## config.mk

```make
export PLATFORM = sky130hd
export DESIGN_NAME = rggen_apb_adapter
export DESIGN_NICKNAME = d
export VERILOG_FILES = /design/src/rtl/rggen_apb_adapter_pkg.sv /design/src/rtl/rggen_apb_adapter_common.sv /design/src/rtl/rggen_apb_adapter.sv
export SDC_FILE = /design/constraint.sdc
export NUM_CORES = 1
export LEC_CHECK = 0
export ABC_CLOCK_PERIOD_IN_PS = 1820
export CORE_MARGIN = 5
export CORE_UTILIZATION = 41
export CTS_CLUSTER_DIAMETER = 100
export DETAILED_ROUTE_END_ITERATION = 10
export GPL_TIMING_DRIVEN = 0
export PLACE_DENSITY = 0.84
export SLEW_MARGIN = 20
export SYNTH_ARGS = -nofsm -noshare
export SYNTH_HDL_FRONTEND = slang
export SYNTH_HIERARCHICAL = 1
export SYNTH_SLANG_ARGS = --single-unit
```

## constraint.sdc

```tcl
create_clock -name i_clk -period 1.82 [get_ports i_clk]
set_input_delay 0.455 -clock i_clk [delete_from_list [all_inputs] [get_ports i_clk]]
set_output_delay 0.455 -clock i_clk [all_outputs]
set_load 0.1 [all_outputs]
```

## src/rtl/rggen_apb_adapter_pkg.sv

```systemverilog
// Shared definitions for the register-bus adapters: access-bit positions,
// status codes and the adapter FSM state encoding.
package rggen_apb_adapter_pkg;

   localparam int RGGEN_ACCESS_WRITE_BIT      = 0;
   localparam int RGGEN_ACCESS_PRIVILEGED_BIT = 1;

   localparam logic [1:0] RGGEN_STATUS_OKAY  = 2'b00;
   localparam logic [1:0] RGGEN_STATUS_ERROR = 2'b10;

   typedef enum logic [1:0] {
      STATE_IDLE     = 2'b00,
      STATE_ACCESS   = 2'b01,
      STATE_RESPONSE = 2'b10
   } rggen_adapter_state_e;

endpackage

```

## src/rtl/rggen_apb_adapter_common.sv

```systemverilog
// Bus-agnostic adapter core: request capture, optional pre-decode, the
// register-bus handshake FSM and OR-collection of register responses.
module rggen_adapter_common
   import rggen_apb_adapter_pkg::*;
#(
   parameter int              ADDRESS_WIDTH       = 8,
   parameter int              LOCAL_ADDRESS_WIDTH = 8,
   parameter int              BUS_WIDTH           = 32,
   parameter int              REGISTERS           = 1,
   parameter bit              PRE_DECODE          = 1'b0,
   parameter bit [63:0]       BASE_ADDRESS        = '0,
   parameter bit [63:0]       BYTE_SIZE           = 64'd256,
   parameter bit              ERROR_STATUS        = 1'b0,
   parameter bit [BUS_WIDTH-1:0] DEFAULT_READ_DATA = '0
) (
   input  logic                           i_clk,
   input  logic                           i_rst_n,
   input  logic                           i_request_valid,
   input  logic [1:0]                     i_request_access,
   input  logic [ADDRESS_WIDTH-1:0]       i_request_address,
   input  logic [BUS_WIDTH-1:0]           i_request_write_data,
   input  logic [BUS_WIDTH-1:0]           i_request_strobe,
   output logic                           o_response_valid,
   output logic                           o_response_error,
   output logic [BUS_WIDTH-1:0]           o_response_data,
   output logic                           o_register_valid,
   output logic [1:0]                     o_register_access,
   output logic [LOCAL_ADDRESS_WIDTH-1:0] o_register_address,
   output logic [BUS_WIDTH-1:0]           o_register_write_data,
   output logic [BUS_WIDTH-1:0]           o_register_strobe,
   input  logic [REGISTERS-1:0]           i_register_active,
   input  logic [REGISTERS-1:0]           i_register_ready,
   input  logic [2*REGISTERS-1:0]         i_register_status,
   input  logic [BUS_WIDTH*REGISTERS-1:0] i_register_read_data
);

   localparam int ADDRESS_LSB = $clog2(BUS_WIDTH / 8);
   localparam logic [LOCAL_ADDRESS_WIDTH-1:0] ADDRESS_MASK =
      ~LOCAL_ADDRESS_WIDTH'((1 << ADDRESS_LSB) - 1);

   rggen_adapter_state_e       state;
   logic [64:0]                offset;
   logic                       reject;
   logic                       any_ready;
   logic                       any_error;
   logic [BUS_WIDTH-1:0]       collected_data;

   // A borrow out of the subtraction means the address lies below the base.
   assign offset = {1'b0, 64'(i_request_address)} - {1'b0, BASE_ADDRESS};
   assign reject = PRE_DECODE && (offset[64] || (offset[63:0] >= BYTE_SIZE));

   // Multiple ready registers indicate a decode bug; responses are simply ORed.
   always_comb begin
      any_ready      = 1'b0;
      any_error      = 1'b0;
      collected_data = '0;
      for (int i = 0; i < REGISTERS; i++) begin
         if (i_register_ready[i]) begin
            any_ready      = 1'b1;
            any_error      = any_error |
               ((i_register_status[2*i+:2] & RGGEN_STATUS_ERROR) != RGGEN_STATUS_OKAY);
            collected_data = collected_data | i_register_read_data[BUS_WIDTH*i+:BUS_WIDTH];
         end
      end
   end

   // Response registers are cleared outside the one-cycle response window.
   always_ff @(posedge i_clk or negedge i_rst_n) begin
      if (!i_rst_n) begin
         state                 <= STATE_IDLE;
         o_register_valid      <= 1'b0;
         o_register_access     <= '0;
         o_register_address    <= '0;
         o_register_write_data <= '0;
         o_register_strobe     <= '0;
         o_response_valid      <= 1'b0;
         o_response_error      <= 1'b0;
         o_response_data       <= '0;
      end else begin
         case (state)
            STATE_IDLE: begin
               o_response_valid <= 1'b0;
               o_response_error <= 1'b0;
               o_response_data  <= '0;
               if (i_request_valid) begin
                  o_register_access     <= i_request_access;
                  o_register_address    <= LOCAL_ADDRESS_WIDTH'(i_request_address) & ADDRESS_MASK;
                  o_register_write_data <= i_request_write_data;
                  o_register_strobe     <= i_request_strobe;
                  if (reject) begin
                     state            <= STATE_RESPONSE;
                     o_response_valid <= 1'b1;
                     o_response_error <= ERROR_STATUS;
                     o_response_data  <= DEFAULT_READ_DATA;
                  end else begin
                     state            <= STATE_ACCESS;
                     o_register_valid <= 1'b1;
                  end
               end
            end
            STATE_ACCESS: begin
               if (any_ready) begin
                  state            <= STATE_RESPONSE;
                  o_register_valid <= 1'b0;
                  o_response_valid <= 1'b1;
                  o_response_error <= any_error;
                  o_response_data  <= o_register_access[RGGEN_ACCESS_WRITE_BIT] ? '0 : collected_data;
               end else if (i_register_active == '0) begin
                  state            <= STATE_RESPONSE;
                  o_register_valid <= 1'b0;
                  o_response_valid <= 1'b1;
                  o_response_error <= ERROR_STATUS;
                  o_response_data  <= DEFAULT_READ_DATA;
               end
            end
            STATE_RESPONSE: begin
               state            <= STATE_IDLE;
               o_response_valid <= 1'b0;
               o_response_error <= 1'b0;
               o_response_data  <= '0;
            end
            default: begin
               state            <= STATE_IDLE;
               o_register_valid <= 1'b0;
               o_response_valid <= 1'b0;
               o_response_error <= 1'b0;
               o_response_data  <= '0;
            end
         endcase
      end
   end

endmodule

```

## src/rtl/rggen_apb_adapter.sv

```systemverilog
// APB4 slave front end: turns APB setup phases into register-bus requests
// through rggen_adapter_common and returns its response as pready/prdata/pslverr.
module rggen_apb_adapter
   import rggen_apb_adapter_pkg::*;
#(
   parameter int              ADDRESS_WIDTH       = 8,
   parameter int              LOCAL_ADDRESS_WIDTH = 8,
   parameter int              BUS_WIDTH           = 32,
   parameter int              REGISTERS           = 1,
   parameter bit              PRE_DECODE          = 1'b0,
   parameter bit [63:0]       BASE_ADDRESS        = '0,
   parameter bit [63:0]       BYTE_SIZE           = 64'd256,
   parameter bit              ERROR_STATUS        = 1'b0,
   parameter bit [BUS_WIDTH-1:0] DEFAULT_READ_DATA = '0
) (
   input  logic                           i_clk,
   input  logic                           i_rst_n,
   input  logic                           i_psel,
   input  logic                           i_penable,
   input  logic                           i_pwrite,
   input  logic [ADDRESS_WIDTH-1:0]       i_paddr,
   input  logic [2:0]                     i_pprot,
   input  logic [BUS_WIDTH-1:0]           i_pwdata,
   input  logic [BUS_WIDTH/8-1:0]         i_pstrb,
   output logic                           o_pready,
   output logic [BUS_WIDTH-1:0]           o_prdata,
   output logic                           o_pslverr,
   output logic                           o_register_valid,
   output logic [1:0]                     o_register_access,
   output logic [LOCAL_ADDRESS_WIDTH-1:0] o_register_address,
   output logic [BUS_WIDTH-1:0]           o_register_write_data,
   output logic [BUS_WIDTH-1:0]           o_register_strobe,
   input  logic [REGISTERS-1:0]           i_register_active,
   input  logic [REGISTERS-1:0]           i_register_ready,
   input  logic [2*REGISTERS-1:0]         i_register_status,
   input  logic [BUS_WIDTH*REGISTERS-1:0] i_register_read_data
);

   logic                 request_valid;
   logic [1:0]           request_access;
   logic [BUS_WIDTH-1:0] request_strobe;
   logic                 unused_pprot;

   assign request_valid = i_psel && !i_penable;
   assign unused_pprot  = ^i_pprot[2:1];

   // Reads always see the full word; writes expand pstrb into a bit mask.
   always_comb begin
      request_access                              = '0;
      request_access[RGGEN_ACCESS_WRITE_BIT]      = i_pwrite;
      request_access[RGGEN_ACCESS_PRIVILEGED_BIT] = i_pprot[0];
      request_strobe                              = '1;
      if (i_pwrite) begin
         for (int i = 0; i < BUS_WIDTH / 8; i++) begin
            request_strobe[8*i+:8] = {8{i_pstrb[i]}};
         end
      end
   end

   rggen_adapter_common #(
      .ADDRESS_WIDTH       (ADDRESS_WIDTH),
      .LOCAL_ADDRESS_WIDTH (LOCAL_ADDRESS_WIDTH),
      .BUS_WIDTH           (BUS_WIDTH),
      .REGISTERS           (REGISTERS),
      .PRE_DECODE          (PRE_DECODE),
      .BASE_ADDRESS        (BASE_ADDRESS),
      .BYTE_SIZE           (BYTE_SIZE),
      .ERROR_STATUS        (ERROR_STATUS),
      .DEFAULT_READ_DATA   (DEFAULT_READ_DATA)
   ) u_common (
      .i_clk                 (i_clk),
      .i_rst_n               (i_rst_n),
      .i_request_valid       (request_valid),
      .i_request_access      (request_access),
      .i_request_address     (i_paddr),
      .i_request_write_data  (i_pwdata),
      .i_request_strobe      (request_strobe),
      .o_response_valid      (o_pready),
      .o_response_error      (o_pslverr),
      .o_response_data       (o_prdata),
      .o_register_valid      (o_register_valid),
      .o_register_access     (o_register_access),
      .o_register_address    (o_register_address),
      .o_register_write_data (o_register_write_data),
      .o_register_strobe     (o_register_strobe),
      .i_register_active     (i_register_active),
      .i_register_ready      (i_register_ready),
      .i_register_status     (i_register_status),
      .i_register_read_data  (i_register_read_data)
   );

endmodule

```

==> results.md <==
* Num CTS Buffers at 9
* CTS tree: done
* Setup bufs post-CTS at 0
* # IOs at between 150 and 200
* Slew HR at between 60% and 70%
* Syn Inst Count at between 200 and 300
* GPL Wtd Cong at between 0.7 and 0.8
* Post-Layout Cell Count at slightly below 600
* Die Wd at 110 um
* Vias in the first global route at approximately 3,200
* CP max stage delay at ~0.57 ns
* Dpl ws at -0.373 ns
* CP cell instances: clkdlybuf4s15_2
* Critical R2R Capture: u_common/o_register_write_data[6]$_DFFE_PN0P_
* Synth Cell Area at slightly above 4000 um2
* DRC errors left at 0
* Post-synthesis mux area share at between 10% and 20%
* Worst path buffer plus inverter count at 1
* Die area at between 10,000 and 15,000 um2
* Period utilisation layout at about 97%
* Pwr dens at about 1400 nW/um2
* Overall Global Routing Usage at 17.0%
* Critical Path RT at 1.36 ns
* Routed WL per cell at between 15 and 20 um
* Hold Crit Class: in -> async
* Num Clock Sinks at approximately 110
* Critical register-to-register path startpoint: u_common/state[0]$_DFFE_PN0P_
* Cell area after layout at roughly 6500 um2
* Synth unique cells at 22
* Largest family of logic cells by synthesized area: multiplexers
* Clock latency on the worst-skew pair at approximately 0.36 ns
* Share of layout cells above drive strength 1 at around 34%
* Critical path's slowest cell: clkdlybuf4s15_2
* Initial antenna violation count at 0
* Syn-to-layout area delta at 58.6%
* Post-route antenna net violation count at 0
* Via count at roughly 2,900
* CP top delay family: buffers and inverters
* Placed cell count at about 570
* Layout net count at 540
* Total gr overflow at 0
* Clock Pin Slew Worst Setup and Hold Paths at 0.10 ns
* Outcome: finished, final reports clean
* First-pass GRT wire length at about 16 mm
* Arrival @ worst endpoint at ~1.3 ns
* Static Leak at approximately 2.7 nW
* Adder-Cell Fraction of Synth Area at 0%
* Fin Clk Skew at about 0.0094 ns
* Total power at between 0.009 and 0.01 W
* Compound-Gate Fraction of Synth Area at 7.18%
* Initial Utilization at a little over two fifths
* Filler cells at 692
* Worst hold slack at 0.0372 ns
* Critical path class: reg -> out
* IR drop worst, VDD at 0.000763 V
* Average cell area after synthesis at approximately 16 um2
* R2r setup slk at 0.27 ns
* CTS Hold Buffers Added at 0
* Synth Warn # at 6
* DRT iter0 DRCs at 55
* Reg2Reg Depth at 4
* Fmax at roughly 570 MHz
* Post-DP HPWL at 7.89 mm
* Clock root cell: clkbuf_8
* Post-synthesis simple-gate area fraction at about 2.8%
* CTS max path bufs at 2
* Setup crit start kind: flop
* Max cap viols at 0
* Pin count of the biggest net entering global routing at 57
* Cell row count at 36
* RSZ-0062 raised after global routing: false
* Crit. End Element: primary output
* Max Slew Vio Count at 0
* Seq/Total Area, Yosys at approximately 67%
* Placed Area at ~6200 um2
* Total Routed Length at 10.2 mm
* Final setup margin at ~0.055 ns
* Antenna diode count at 0
* Die Ht at ~110 um
* FF+latch count, synth at approximately 110
* Final Critical Period at ~1.8 ns
* Port Buffers at about 190
* Vias per cell at between 4 and 5
* CTS H-tree lvls at 3
* DRT Pass-1 Iters at 4
* Worst-margin pin slew at ~0.57 ns
* Final Hold Viols at 0
* Final setup fails at 0
* Xor/xnor cell area share of the yosys netlist at 0%
* Crit path max fanout at 2
* Core region area at roughly 9800 um2
per-stage QoR:
stage	util, %	setup TNS (ns)
final	66.4	0
after global routing	66.4	0
after CTS	66.4	0
after detailed placement	63.3	-36.84
after global placement	63.0	-430.26
after floorplan	-	0
synthesized netlist by cell type:
cell type / count / area [um2]
dfrtp_1: 109 / 2730
clkbuf_1: 1 / 3.75
buf_6: 6 / 67.6
and4bb_1: 1 / 12.5
buf_2: 5 / 25.0
nor2_1: 2 / 7.51
mux2_1: 58 / 653
nor3b_2: 1 / 12.5
o22a_1: 1 / 8.76
nand2b_1: 5 / 31.3
mux2_2: 14 / 158
nor3b_1: 1 / 7.51
a22o_1: 32 / 280
a21oi_1: 1 / 5.00
nor2b_4: 1 / 13.8
nand3b_1: 1 / 7.51
conb_1: 1 / 3.75
or2_2: 1 / 6.26
buf_4: 6 / 45.0
nand2_1: 1 / 3.75
nor4bb_1: 1 / 10.0
inv_1: 1 / 3.75
worst max-delay path by stage:
stage / start / end / slack (ns) / depth (start not counted)
finish: u_common/o_response_data[20]$_DFFE_PN0P_ / o_prdata[20] / 0.06 / 1
global route: u_common/o_response_data[20]$_DFFE_PN0P_ / o_prdata[20] / 0.005 / 1
CTS: i_psel / u_common/o_register_write_data[6]$_DFFE_PN0P_ / 0.02 / 6
detailed placement: i_psel / u_common/o_register_write_data[6]$_DFFE_PN0P_ / -0.37 / 6
global placement: i_rst_n / u_common/o_register_address[2]$_DFFE_PN0P_ / -3.63 / 1
floorplan: u_common/o_register_access[0]$_DFFE_PN0P_ / u_common/o_response_data[0]$_DFFE_PN0P_ / 0.09 / 4
layout by cell type, fill, tap and decap left out, types with 2 or more instances in the layout:
cell type	netlist	final
conb_1	1	2
mux2_1	58	58
a22o_1	32	32
clkinvlp_4	0	2
nor2_1	2	2
dfrtp_1	109	109
buf_6	6	8
nand2b_1	5	5
buf_2	5	6
mux2_2	14	14
clkdlybuf4s50_1	0	81
clkdlybuf4s15_2	0	106
clkbuf_8	0	11
clkbuf_1	1	3
buf_4	6	5
layer usage:
layer / vias up / part of all wire (%) / track usage (%)
met1: 1429 / 38 / 19.9
met3: 23 / 8.5 / 4.99
met4: 0 / 3.0 / 8.19
met5: - / 0 / 0
li1: 1307 / - / -
met2: 124 / 50 / 28.4
layout make-up:
class | instances | area, um2 | area share, %
Inverter | 1 | 3.75 | 0.0578
Clock inverter | 3 | 20.0 | 0.308
Buffer | 18 | 145 | 2.23
Tap cell | 133 | 166 | 2.56
Multi-Input combinational cell | 123 | 1220 | 18.9
Timing Repair Buffer | 190 | 2050 | 31.5
Clock buffer | 13 | 159 | 2.45
Sequential cell | 109 | 2730 | 42.0
flip-flops by register name (all words and copies together) (netlist names):
signal,count
u_common/o_response_error,1
u_common/o_response_data,32
u_common/state,2
u_common/o_register_address,6
u_common/o_register_strobe,32
u_common/o_response_valid,1
u_common/o_register_write_data,32
u_common/o_register_valid,1
u_common/o_register_access,2
where the power goes:
group	internal, W	switching [W]	total (W)
Combinational	0.00102	0.00372	0.00474
Clock	0.000573	0.000766	0.00134
Sequential	0.00285	0.000210	0.00306
Total	0.00444	0.00469	0.00914
cell families after synthesis:
logic type / count (synthesis)
DFF: 109
other: 1
buffers and inverters: 19
AOI/OAI and AO/OA: 34
and+or+nand+nor: 15
muxes: 72
repair_timing:
item,in CTS,in global routing
gates cloned,0,0
resized for setup,323,1
setup endpoints to repair,107,20
Power figures use the tool's default switching activity.
